===== config.mk =====
export PLATFORM = sky130hd
export DESIGN_NAME = sram_controller
export DESIGN_NICKNAME = d
export VERILOG_FILES = /design/src/rtl/sram_ctrl_pkg.sv /design/src/rtl/sram_beat_timer.sv /design/src/rtl/sram_controller.sv
export SDC_FILE = /design/constraint.sdc
export NUM_CORES = 1
export LEC_CHECK = 0
export CORE_MARGIN = 2
export CORE_UTILIZATION = 46
export DETAILED_ROUTE_END_ITERATION = 16
export GPL_TIMING_DRIVEN = 0
export PLACE_DENSITY = 0.85
export SETUP_SLACK_MARGIN = 0.1
export SLEW_MARGIN = 0
export SYNTH_ARGS = -nofsm -noshare
export SYNTH_HDL_FRONTEND = slang
export SYNTH_SLANG_ARGS = --single-unit

===== constraint.sdc =====
create_clock -name clk -period 5.3 [get_ports clk]
set_input_delay 1.325 -clock clk [delete_from_list [all_inputs] [get_ports clk]]
set_output_delay 1.325 -clock clk [all_outputs]
set_load 0.1 [all_outputs]

===== src/rtl/sram_ctrl_pkg.sv =====
// Shared constants for the SRAM controller: FSM state encodings, default
// parameter values and a beat-index width helper.
package sram_ctrl_pkg;

   typedef logic [1:0] state_t;

   localparam state_t ST_IDLE   = 2'd0;
   localparam state_t ST_ACCESS = 2'd1;
   localparam state_t ST_DONE   = 2'd2;

   localparam int DEF_DATA_W      = 32;
   localparam int DEF_SRAM_DQ_W   = 16;
   localparam int DEF_SRAM_ADDR_W = 18;
   localparam int DEF_WAIT_CYCLES = 1;
   localparam int DEF_BASE_ADDR   = 1024;

   // A single-beat configuration still needs a 1-bit index register.
   function automatic int beat_w(input int beats);
      return (beats > 1) ? $clog2(beats) : 1;
   endfunction

endpackage


===== src/rtl/sram_beat_timer.sv =====
// Beat sequencer: holds each SRAM beat for WAIT_CYCLES+1 cycles and walks the
// beat index from 0 to BEATS-1 while run is high.
module sram_beat_timer
   import sram_ctrl_pkg::*;
#(
   parameter int BEATS       = 2,
   parameter int WAIT_CYCLES = DEF_WAIT_CYCLES,
   localparam int BEAT_W     = beat_w(BEATS)
) (
   input  logic              clk,
   input  logic              reset,
   input  logic              run,
   output logic [BEAT_W-1:0] beat,
   output logic              last_cycle_of_beat,
   output logic              last_beat
);

   logic [3:0] wait_cnt;

   assign last_cycle_of_beat = run && (wait_cnt == 4'(WAIT_CYCLES));
   assign last_beat          = (beat == BEAT_W'(BEATS - 1));

   // NOTE: sequential state uses non-blocking assignments only, so every
   // register samples the pre-edge value of its neighbours.
   always_ff @(posedge clk or posedge reset) begin
      if (reset) begin
         wait_cnt <= '0;
         beat     <= '0;
      end else if (!run) begin
         wait_cnt <= '0;
         beat     <= '0;
      end else if (last_cycle_of_beat) begin
         wait_cnt <= '0;
         beat     <= last_beat ? '0 : beat + 1'b1;
      end else begin
         wait_cnt <= wait_cnt + 4'd1;
      end
   end

endmodule


===== src/rtl/sram_controller.sv =====
// Pipeline-to-SRAM bridge: splits each DATA_W access into SRAM_DQ_W beats.
// Optional one-entry read buffer compiled in with macro SRAM_RD_BUF_EN.
module sram_controller
   import sram_ctrl_pkg::*;
#(
   parameter int DATA_W      = DEF_DATA_W,
   parameter int SRAM_DQ_W   = DEF_SRAM_DQ_W,
   parameter int SRAM_ADDR_W = DEF_SRAM_ADDR_W,
   parameter int WAIT_CYCLES = DEF_WAIT_CYCLES,
   parameter int BASE_ADDR   = DEF_BASE_ADDR
) (
   input  logic                   clk,
   input  logic                   reset,
   input  logic                   MEM_R_EN,
   input  logic                   MEM_W_EN,
   input  logic [31:0]            address,
   input  logic [DATA_W-1:0]      writeData,
   output logic [DATA_W-1:0]      readData,
   output logic                   ready,
   output logic [SRAM_ADDR_W-1:0] SRAM_ADDR,
   output logic [SRAM_DQ_W-1:0]   SRAM_DQ_OUT,
   output logic                   SRAM_DQ_OE,
   input  logic [SRAM_DQ_W-1:0]   SRAM_DQ_IN,
   output logic                   SRAM_WE_N
);

   localparam int BEATS  = DATA_W / SRAM_DQ_W;
   localparam int BEAT_W = beat_w(BEATS);

   state_t              state;
   logic                op_write;
   logic [DATA_W-1:0]   wdata_q;
   logic [DATA_W-1:0]   rd_shadow;
   logic [DATA_W-1:0]   rd_next;
   logic [DATA_W-1:0]   wdata_shift;
   logic [BEAT_W-1:0]   beat;
   logic                last_cycle;
   logic                last_beat;
   logic                req;
   logic                buf_hit;
   logic [31:0]         word_addr;

   assign req       = MEM_R_EN | MEM_W_EN;
   assign word_addr = (address - 32'(BASE_ADDR)) >> 2;
   assign ready     = (state == ST_DONE) || ((state == ST_IDLE) && !req);

   sram_beat_timer #(
      .BEATS       (BEATS),
      .WAIT_CYCLES (WAIT_CYCLES)
   ) u_timer (
      .clk                (clk),
      .reset              (reset),
      .run                (state == ST_ACCESS),
      .beat               (beat),
      .last_cycle_of_beat (last_cycle),
      .last_beat          (last_beat)
   );

   // NOTE: every always_comb output gets a full default first, so no path
   // can leave it unassigned and infer a latch.
   always_comb begin
      rd_next = rd_shadow;
      rd_next[int'(beat) * SRAM_DQ_W +: SRAM_DQ_W] = SRAM_DQ_IN;
      wdata_shift = wdata_q >> ((int'(beat) + 1) * SRAM_DQ_W);
   end

`ifdef SRAM_RD_BUF_EN
   logic              buf_valid;
   logic [31:0]       buf_tag;
   logic [31:0]       word_q;
   logic [DATA_W-1:0] buf_data;

   assign buf_hit = buf_valid && MEM_R_EN && !MEM_W_EN && (buf_tag == word_addr);

   always_ff @(posedge clk or posedge reset) begin
      if (reset)
         buf_valid <= 1'b0;
      else if ((state == ST_ACCESS) && last_cycle && last_beat && !op_write)
         buf_valid <= 1'b1;
   end

   // NOTE: tag, data and latched word are only consulted through buf_valid,
   // so this storage is left without reset.
   always_ff @(posedge clk) begin
      if ((state == ST_IDLE) && req && !buf_hit)
         word_q <= word_addr;
      if ((state == ST_ACCESS) && last_cycle && last_beat) begin
         if (!op_write) begin
            buf_tag  <= word_q;
            buf_data <= rd_next;
         end else if (buf_valid && (buf_tag == word_q)) begin
            buf_data <= wdata_q;
         end
      end
   end
`else
   assign buf_hit = 1'b0;
`endif

   always_ff @(posedge clk or posedge reset) begin
      if (reset) begin
         state       <= ST_IDLE;
         op_write    <= 1'b0;
         wdata_q     <= '0;
         rd_shadow   <= '0;
         readData    <= '0;
         SRAM_ADDR   <= '0;
         SRAM_DQ_OUT <= '0;
         SRAM_WE_N   <= 1'b1;
         SRAM_DQ_OE  <= 1'b0;
      end else begin
         case (state)
            ST_IDLE: begin
               if (buf_hit) begin
                  state <= ST_DONE;
`ifdef SRAM_RD_BUF_EN
                  readData <= buf_data;
`endif
               end else if (req) begin
                  // A simultaneous read and write request is treated as a write.
                  state       <= ST_ACCESS;
                  op_write    <= MEM_W_EN;
                  wdata_q     <= writeData;
                  SRAM_ADDR   <= SRAM_ADDR_W'(word_addr * BEATS);
                  SRAM_DQ_OUT <= writeData[SRAM_DQ_W-1:0];
                  SRAM_WE_N   <= !MEM_W_EN;
                  SRAM_DQ_OE  <= MEM_W_EN;
               end
            end
            ST_ACCESS: begin
               if (last_cycle) begin
                  if (!op_write) begin
                     rd_shadow <= rd_next;
                     if (last_beat)
                        readData <= rd_next;
                  end
                  if (last_beat) begin
                     state      <= ST_DONE;
                     SRAM_WE_N  <= 1'b1;
                     SRAM_DQ_OE <= 1'b0;
                  end else begin
                     SRAM_ADDR   <= SRAM_ADDR + 1'b1;
                     SRAM_DQ_OUT <= wdata_shift[SRAM_DQ_W-1:0];
                  end
               end
            end
            default: state <= ST_IDLE;
         endcase
      end
   end

endmodule


==> metrics.md <==
| Metric | Value |
|---|---|
| # IOs | 153 |
| EDFF count, synth | 0 |
| Fin util | 64.51% |
| Initial antenna violation count | 0 |
| Max clock buf depth | 2 |
| Vias | 4074 |
| Total CTS buffers | 9 |
| Commonest register cell after synthesis | dfrtp_1 |
| Flops & latches, synth | 108 |
| DP HPWL | 9098 um |
| Die height | 107.0 um |
| Max FO, Critical Path | 5 |
| Syn Nets | 553 |
| Initial DRC Count | 204 |
| Fin crit period | 4687 ps |
| Post-CTS setup buffer count | 0 |
| # clock sinks | 108 |
| Worst flop-to-flop path startpoint | u_timer.wait_cnt[1] |
| Register Area | 2704 um2 |
| Gr ovfl total | 0 |
| Post-Layout Cell Count | 755 |
| ANT nets after route | 0 |
| CP Launch Type | primary input |
| CTS resizes | 0 |
| First-pass GRT wire length | 19960 um |
| Post-synthesis to final-layout area growth | 36.49% |
| Worst min path class | reg2reg |
| Drt total wl | 12340 um |
| Worst EP required | 3970 ps |
| Worst Setup End Kind | primary output |
| Remaining DRCs | 0 |
| Global-route usage over all layers | 21.99% |
| Status | finished, final reports clean |
| WP data arrival | 3360 ps |
| Cts hold-fix bufs | 0 |
| Initial core utilization | 47.27% |
| Clock-pin slew on the worst setup and hold paths | 100 ps |
| Worst-Skew Late Latency | 360 ps |
| Layout cell share with drive strength beyond 1 | 13.73% |
| Avg WL per Cell | 16.34 um |
| Final clock period utilization by the worst path | 88.44% |
| Mean Syn Cell Area | 10.49 um2 |
| Via/cell ratio | 5.396 |
| Detailed Routing Iterations Pass 1 | 4 |
| CP Class | in2out |
| Clock Skew | 14.31 ps |
| Ant diodes | 0 |
| Crit path from | MEM_R_EN |
| # nets final | 702 |
| Cells after Synth | 465 |
| RSZ-0062 raised after global routing | false |
| Count of cell types in the netlist | 49 |
| WHS Path Cells | 2 |
| DIE WIDTH | 107.0 um |
| Max Fclk | 213.4 MHz |
| Max-slew violation count | 0 |
| Max-cap violations | 0 |
| Area of the multi-input gates | 1992 um2 |
| Worst reg2reg setup slack | 3140 ps |
| FFs w/ async S/R, synth | 100.0% |
| Synth Warn # | 0 |
| FF-to-FF path depth | 7 |
| Largest net degree at the start of global routing | 61 |
| Dpl cells | 739 |
| Fin worst setup slack | 612.9 ps |
| RD Place Congestion | 0.8475 |
| Leading cell type in the layout, fill and taps excluded | clkdlybuf4s50_1 |
| Hold_sp | wdata_q[29] |
| H-tree depth | 3 |
| Sequential-to-total area share from yosys stat | 55.41% |
| Slew margin rel. | 31.58% |
| Die ar. | 11450 um2 |
| Core area | 10320 um2 |
| CTS tree | yes |
| Reg2reg end | rd_shadow[6] |
| Rows | 37 |
| Vias in the first global route | 4173 |
| Critical path capture point | ready |
| Pre-CTS WS | 634.3 ps |
| Most frequent cells in the layout | 137 x clkdlybuf4s50_1, 107 x dfrtp_1, 73 x nand2_1, 61 x a21oi_1, 43 x mux2_2 |
| Final-report setup violation count | 0 |
| Layout filler cell count | 828 |
| Number of port buffers | 137 |
| Post-Syn Area | 4880 um2 |
| Final hold violations | 0 |
| Root buffer cell | clkbuf_8 |
| Worst Tran Pin Value | 1023 ps |
-- layout make-up --
| cell class | instances | share of cell area, % |
|---|---|---|
| flip-flops and latches | 108 | 40.60 |
| repair buffers | 138 | 21.00 |
| multi-input cells | 321 | 29.91 |
| plain buffers | 25 | 2.142 |
| inverters | 11 | 0.6575 |
| well taps | 136 | 2.555 |
| clock buffers | 10 | 2.067 |
| clock inverters | 6 | 1.071 |
-- metrics by stage --
step / hold WS (ps) / TNS [ps] / instance area, um2
after floorplan: 437.4 / 0 / 4880
after global routing: 515.6 / 0 / 6660
final: 485.9 / 0 / 6660
after detailed placement: 460.6 / 0 / 6451
after global placement: 451.1 / -27970 / 6421
after CTS: 485.7 / 0 / 6660
-- critical path, stage by stage --
cell	delay, ps
clkdlybuf4s50_1	500
nor2_1	230
nor2_1	70
nor2_1	90
clkdlybuf4s50_1	1150
-- cells in the mapped netlist (2+ instances only) --
cell	n	area [um2]
dfrtp_1	107	2678
nand2_1	73	274.0
a21oi_1	61	305.3
mux2_2	43	484.2
nor2_1	29	108.9
and3_1	19	118.9
o21ai_0	17	85.08
inv_1	11	41.29
nand3_1	11	55.05
buf_2	9	45.04
clkbuf_1	9	33.78
o22ai_1	8	50.05
mux2_1	5	56.30
nor3_1	5	25.02
xnor2_1	5	43.79
buf_6	4	45.04
ha_1	4	50.05
and4_1	3	26.28
nand2b_1	3	18.77
nor2b_1	3	18.77
xor2_1	3	26.28
a21o_1	2	15.01
buf_4	2	15.01
nand4_1	2	12.51
nor3b_1	2	15.01
nor4_1	2	12.51
-- state kept, by name, indices dropped and copies added, names as in the netlist --
register	cells
SRAM_ADDR	18
SRAM_DQ_OUT	16
SRAM_WE_N	1
op_write	1
rd_shadow	16
u_timer.wait_cnt	4
SRAM_DQ_OE	1
readData	32
u_timer.beat	1
state	2
wdata_q	16
-- worst min path at each step --
stage                        to  slack [ps]
finish              wdata_q[29]         490
global route        wdata_q[26]         520
CTS                 wdata_q[29]         490
detailed placement  wdata_q[29]         460
global placement    wdata_q[26]         450
floorplan           wdata_q[30]         440
-- logic make-up after synthesis --
| family | Yosys count | synth area share [%] |
|---|---|---|
| adder cells (fa/ha/maj) | 4 | 1.026 |
| AND/OR/NAND/NOR | 163 | 16.13 |
| XOR/XNOR | 8 | 1.436 |
| multiplexers | 49 | 11.28 |
| AO/OA/AOI/OAI | 97 | 10.95 |
| flip-flops | 108 | 55.41 |
| buffers and inverters | 36 | 3.769 |
-- layer usage --
metal	global-route usage [%]	wire length [um]	share of wire (%)
met1	28.63	5142	42
met2	38.17	6364	52
met3	2.918	631	5.1
met4	7.050	198	1.6
met5	0	0	0
Power is left out: the tool's default activity adds up to more than one toggle a clock period on the data nets, which glitch-free logic cannot reach.
==> edit 1: new RTL, config.mk and constraints unchanged <==
The option `SRAM_RD_BUF_EN` is turned on by a define.
--- a/src/rtl/sram_controller.sv
+++ b/src/rtl/sram_controller.sv
@@ -1,5 +1,7 @@
 // Pipeline-to-SRAM bridge: splits each DATA_W access into SRAM_DQ_W beats.
 // Optional one-entry read buffer compiled in with macro SRAM_RD_BUF_EN.
+`define SRAM_RD_BUF_EN
+
 module sram_controller
    import sram_ctrl_pkg::*;
 #(
Function: no difference found for any inputs over 4 cycles, from zero or initial values and one cycle with reset high; that may be too few to reach the edited logic, so the function may still have changed.
==> edit 1 against the unedited design <==
Cell area is 120% higher; sequential cell count increased by 125; worst setup slack lost 0.38 ns; first-iteration DRC count rose to 3.2 times the old value; synthesized cell count increased by 110%; routed wire length increased to 2.6 times the old value; synthesized area grew 140%; utilization is 6.8 points lower; cell count up 99%; global-route usage grew 2.0 points; count of clock-buffer cells in the layout is 26 higher.
==> edit 1: results (changes against the unedited design) <==
| Metric | Value |
|---|---|
| Synth Area in Compound Gates | 0.07887 (was 0.1095) |
| Clk pin slew, worst setup/hold paths | 0.06 ns (was 0.10 ns) |
| PortBufs | 143 (was 137) |
| Clock Root Buffer | clkbuf_16 (was clkbuf_8) |
| Layout cells sized above 1 | 0.1458 (was 0.1373) |
| Post-DP Area | 13730 um2 (was 6451 um2) |
| CP max stage cell | a2111oi_0 (was clkdlybuf4s50_1) |
| Worst-margin pin slew | 1.045 ns (was 1.023 ns) |
| Syn nets | 1069 (was 553) |
| Placer congestion estimate | 0.8882 (was 0.8475) |
| Worst Path Max Fanout | 39 (was 5) |
| Placement Setup Slack | -0.5498 ns (was 0.6343 ns) |
| Num CTS Buffers | 24 (was 9) |
| Clk_lat worst skew | 0.53 ns (was 0.36 ns) |
| Post-synth EDFFs | 92 (was 0) |
| Status | complete, no violations (unchanged) |
| CTS H-tree lvls | 1 (was 3) |
| Yosys cell types | 67 (was 49) |
| DRT Pass-1 Iters | 5 (was 4) |
| Async set or reset register ratio after synthesis | 0.6052 (was 1.000) |
| Xor and xnor area share after synthesis | 0.05732 (was 0.01436) |
| DP HPWL | 22580 um (was 9098 um) |
| Post-route cell area | 14520 um2 (was 6660 um2) |
| Area contributors post-synth | dfrtp_1, edfxtp_1, mux2_2 (was dfrtp_1, mux2_2, a21oi_1) |
| CP arrival | 5.47 ns (was 3.36 ns) |
| Dpl cells | 1458 (was 739) |
## edit 1: worst max-delay path, delay by kind of cell
kind | cells | cell delay [ns]
AOI/OAI and AO/OA | 2 | 0.79
xor gates and xnor gates | 1 | 0.11
buffers and inverters | 4 | 1.19
muxes | 1 | 0.35
and+or+nand+nor | 4 | 1.65
## edit 1: per-layer routing
metal  vias up  wire length (um)  track usage
met4         0               822      0.07735
met3        59              2220      0.03788
met2       359             15190       0.3844
li1       3902                 -            -
met1      4278             13840       0.3346
met5         -                 0            0
## edit 1: cell families (layout without fill, tap and decap cells)
family | Yosys count | after routing
adders and majority gates | 4 | 4
xor gates and xnor gates | 74 | 74
buffers and inverters | 122 | 314
and+or+nand+nor | 226 | 226
DFF | 233 | 233
muxes | 194 | 194
AOI/OAI and AO/OA | 128 | 128
## edit 1: layout make-up
class,count,area share
buffer,57,0.01775
sequential,233,0.4333
multi-input combinational,626,0.3463
timing repair buffer,150,0.1056
clock buffer,36,0.04868
inverter,65,0.01715
tap,330,0.02843
clock inverter,6,0.002757
## edit 1: timing repair
item / 4_1_cts / 5_1_grt
endpoints found under the setup margin: 4 / 71
pin swaps: 1 / 0
cloned: 0 / 0
setup buffers: 3 / 0
resized for setup: 0 / 6
## edit 1: path summary, 6_finish.rpt
kind | start | end | slack, ns | cells past startpoint
min in group asynchronous | reset | SRAM_ADDR[15] | 1.30 | 2
max in group asynchronous | reset | readData[3] | 3.21 | 3
worst max-delay path | address[23] | wdata_q[8] | 0.24 | 12
worst min-delay path | word_q[16] | buf_tag[16] | 0.47 | 0
worst min register to register | word_q[16] | buf_tag[16] | 0.47 | 0
worst max register to register | buf_tag[3] | wdata_q[8] | 1.76 | 11
## edit 1: power by group
part / internal [uW] / switching [uW]
sequential: 2590 / 423
clock: 921 / 703
combinational: 1630 / 3340
total: 5140 / 4470
==> edit 2: new RTL, config.mk and constraints unchanged <==
Without the edit above. Change the package constant `DEF_SRAM_DQ_W` from 16 to 32.
--- a/src/rtl/sram_ctrl_pkg.sv
+++ b/src/rtl/sram_ctrl_pkg.sv
@@ -9,7 +9,7 @@
    localparam state_t ST_DONE   = 2'd2;
 
    localparam int DEF_DATA_W      = 32;
-   localparam int DEF_SRAM_DQ_W   = 16;
+   localparam int DEF_SRAM_DQ_W   = 32;
    localparam int DEF_SRAM_ADDR_W = 18;
    localparam int DEF_WAIT_CYCLES = 1;
    localparam int DEF_BASE_ADDR   = 1024;
Interface: changed (resized SRAM_DQ_IN and SRAM_DQ_OUT); port bits go from 153 to 185. The function was not compared with the original's and may differ.
==> edit 2 against the unedited design <==
First-iteration DRC count decreased by 62%; sequential cell count is 17 lower; cell area fell by 15%; hold slack improved by 0.0039 ns; routed wire length shrank 33%; highest routed layer unchanged; clock skew down 0.0041 ns; synthesized area shrank 27%; worst setup slack better by 0.0074 ns; die area shrank 26%; critical path depth did not move; count of clock-buffer cells in the layout increased by 2.
Power is not shown: default switching activity piles up to over one toggle a cycle in this logic, so the estimate is an artifact.
==> edit 2: results (changes against the unedited design) <==
| Metric | Value |
|---|---|
| Post-route cell area | 5643 um2 (was 6660 um2) |
| First-pass GRT wire length | 13210 um (was 19960 um) |
| Post-synthesis sequential area ratio | 0.6376 (was 0.5541) |
| PortBufs | 170 (was 137) |
| Clock sinks | 91 (was 108) |
| Placer congestion estimate | 0.7356 (was 0.8475) |
| Clk_skew | 0.01026 ns (was 0.01431 ns) |
| Comb_multi_in | 137 (was 321) |
| Setup slack, reg-to-reg | 3.17 ns (was 3.14 ns) |
| Placement Setup Slack | 0.6305 ns (was 0.6343 ns) |
| Worst Path Max Fanout | 3 (was 5) |
| DR vias/cell | 4.929 (was 5.396) |
| Synthesis warning total | 1 (was 0) |
| Vias in the first global route | 2770 (was 4173) |
| CP max stage delay | 1.17 ns (was 1.15 ns) |
| Layout cells sized above 1 | 0.2302 (was 0.1373) |
| GRT Total Usage | 0.1972 (was 0.2199) |
| WHS Endpoint | SRAM_ADDR[1] (was wdata_q[29]) |
| Hold Slack | 0.4898 ns (was 0.4859 ns) |
| First-iteration detailed-routing DRC count | 77 (was 204) |
| Fillers | 510 (was 828) |
| Hold Startpoint | SRAM_ADDR[1] (was wdata_q[29]) |
| FF-to-FF End | readData[11] (was rd_shadow[6]) |
| Largest regs | SRAM_DQ_OUT (32), readData (32), SRAM_ADDR (18) (was readData (32), SRAM_ADDR (18)) |
| Syn nets | 346 (was 553) |
| R2R depth | 6 (was 7) |
| CP arrival | 3.35 ns (was 3.36 ns) |
| Largest net degree at the start of global routing | 73 (was 61) |
| Status | complete, no violations (unchanged) |
| Dpl cells | 516 (was 739) |
| Seq. cell area | 2278 um2 (was 2704 um2) |
| Post-DP Area | 5433 um2 (was 6451 um2) |
| Clock-cell share | 0.03725 (was 0.03137) |
| Fin nets | 528 (was 702) |
| Die footprint | 8490 um2 (was 11450 um2) |
| Non-clk invs | 5 (was 11) |
| Area contributors post-synth | dfrtp_1, mux2_2, a21oi_1 (unchanged) |
[edit 2: worst max-delay path by stage]
stage / start / end / slack (ns) / cells after the start
after global routing: MEM_W_EN / ready / 0.57 / 5
after detailed placement: MEM_W_EN / ready / 0.63 / 5
final: MEM_R_EN / ready / 0.62 / 5
after floorplan: MEM_R_EN / ready / 1.16 / 3
after global placement: reset / SRAM_ADDR[17] / 0.26 / 2
after CTS: MEM_W_EN / ready / 0.63 / 5
[edit 2: cells by family after synthesis]
logic type,after synthesis,synth area share
AOI/OAI and AO/OA,30,0.05077
xor gates and xnor gates,4,0.009806
adders and majority gates,3,0.01051
buffers and inverters,15,0.02031
DFF,91,0.6376
muxes,71,0.2237
and+or+nand+nor,29,0.04727
[edit 2: layer usage]
| layer | track usage | part of all wire |
|---|---|---|
| met1 | 0.2446 | 0.41 |
| met4 | 0.08085 | 0.018 |
| met5 | 0 | 0 |
| met2 | 0.3229 | 0.49 |
| met3 | 0.05998 | 0.081 |
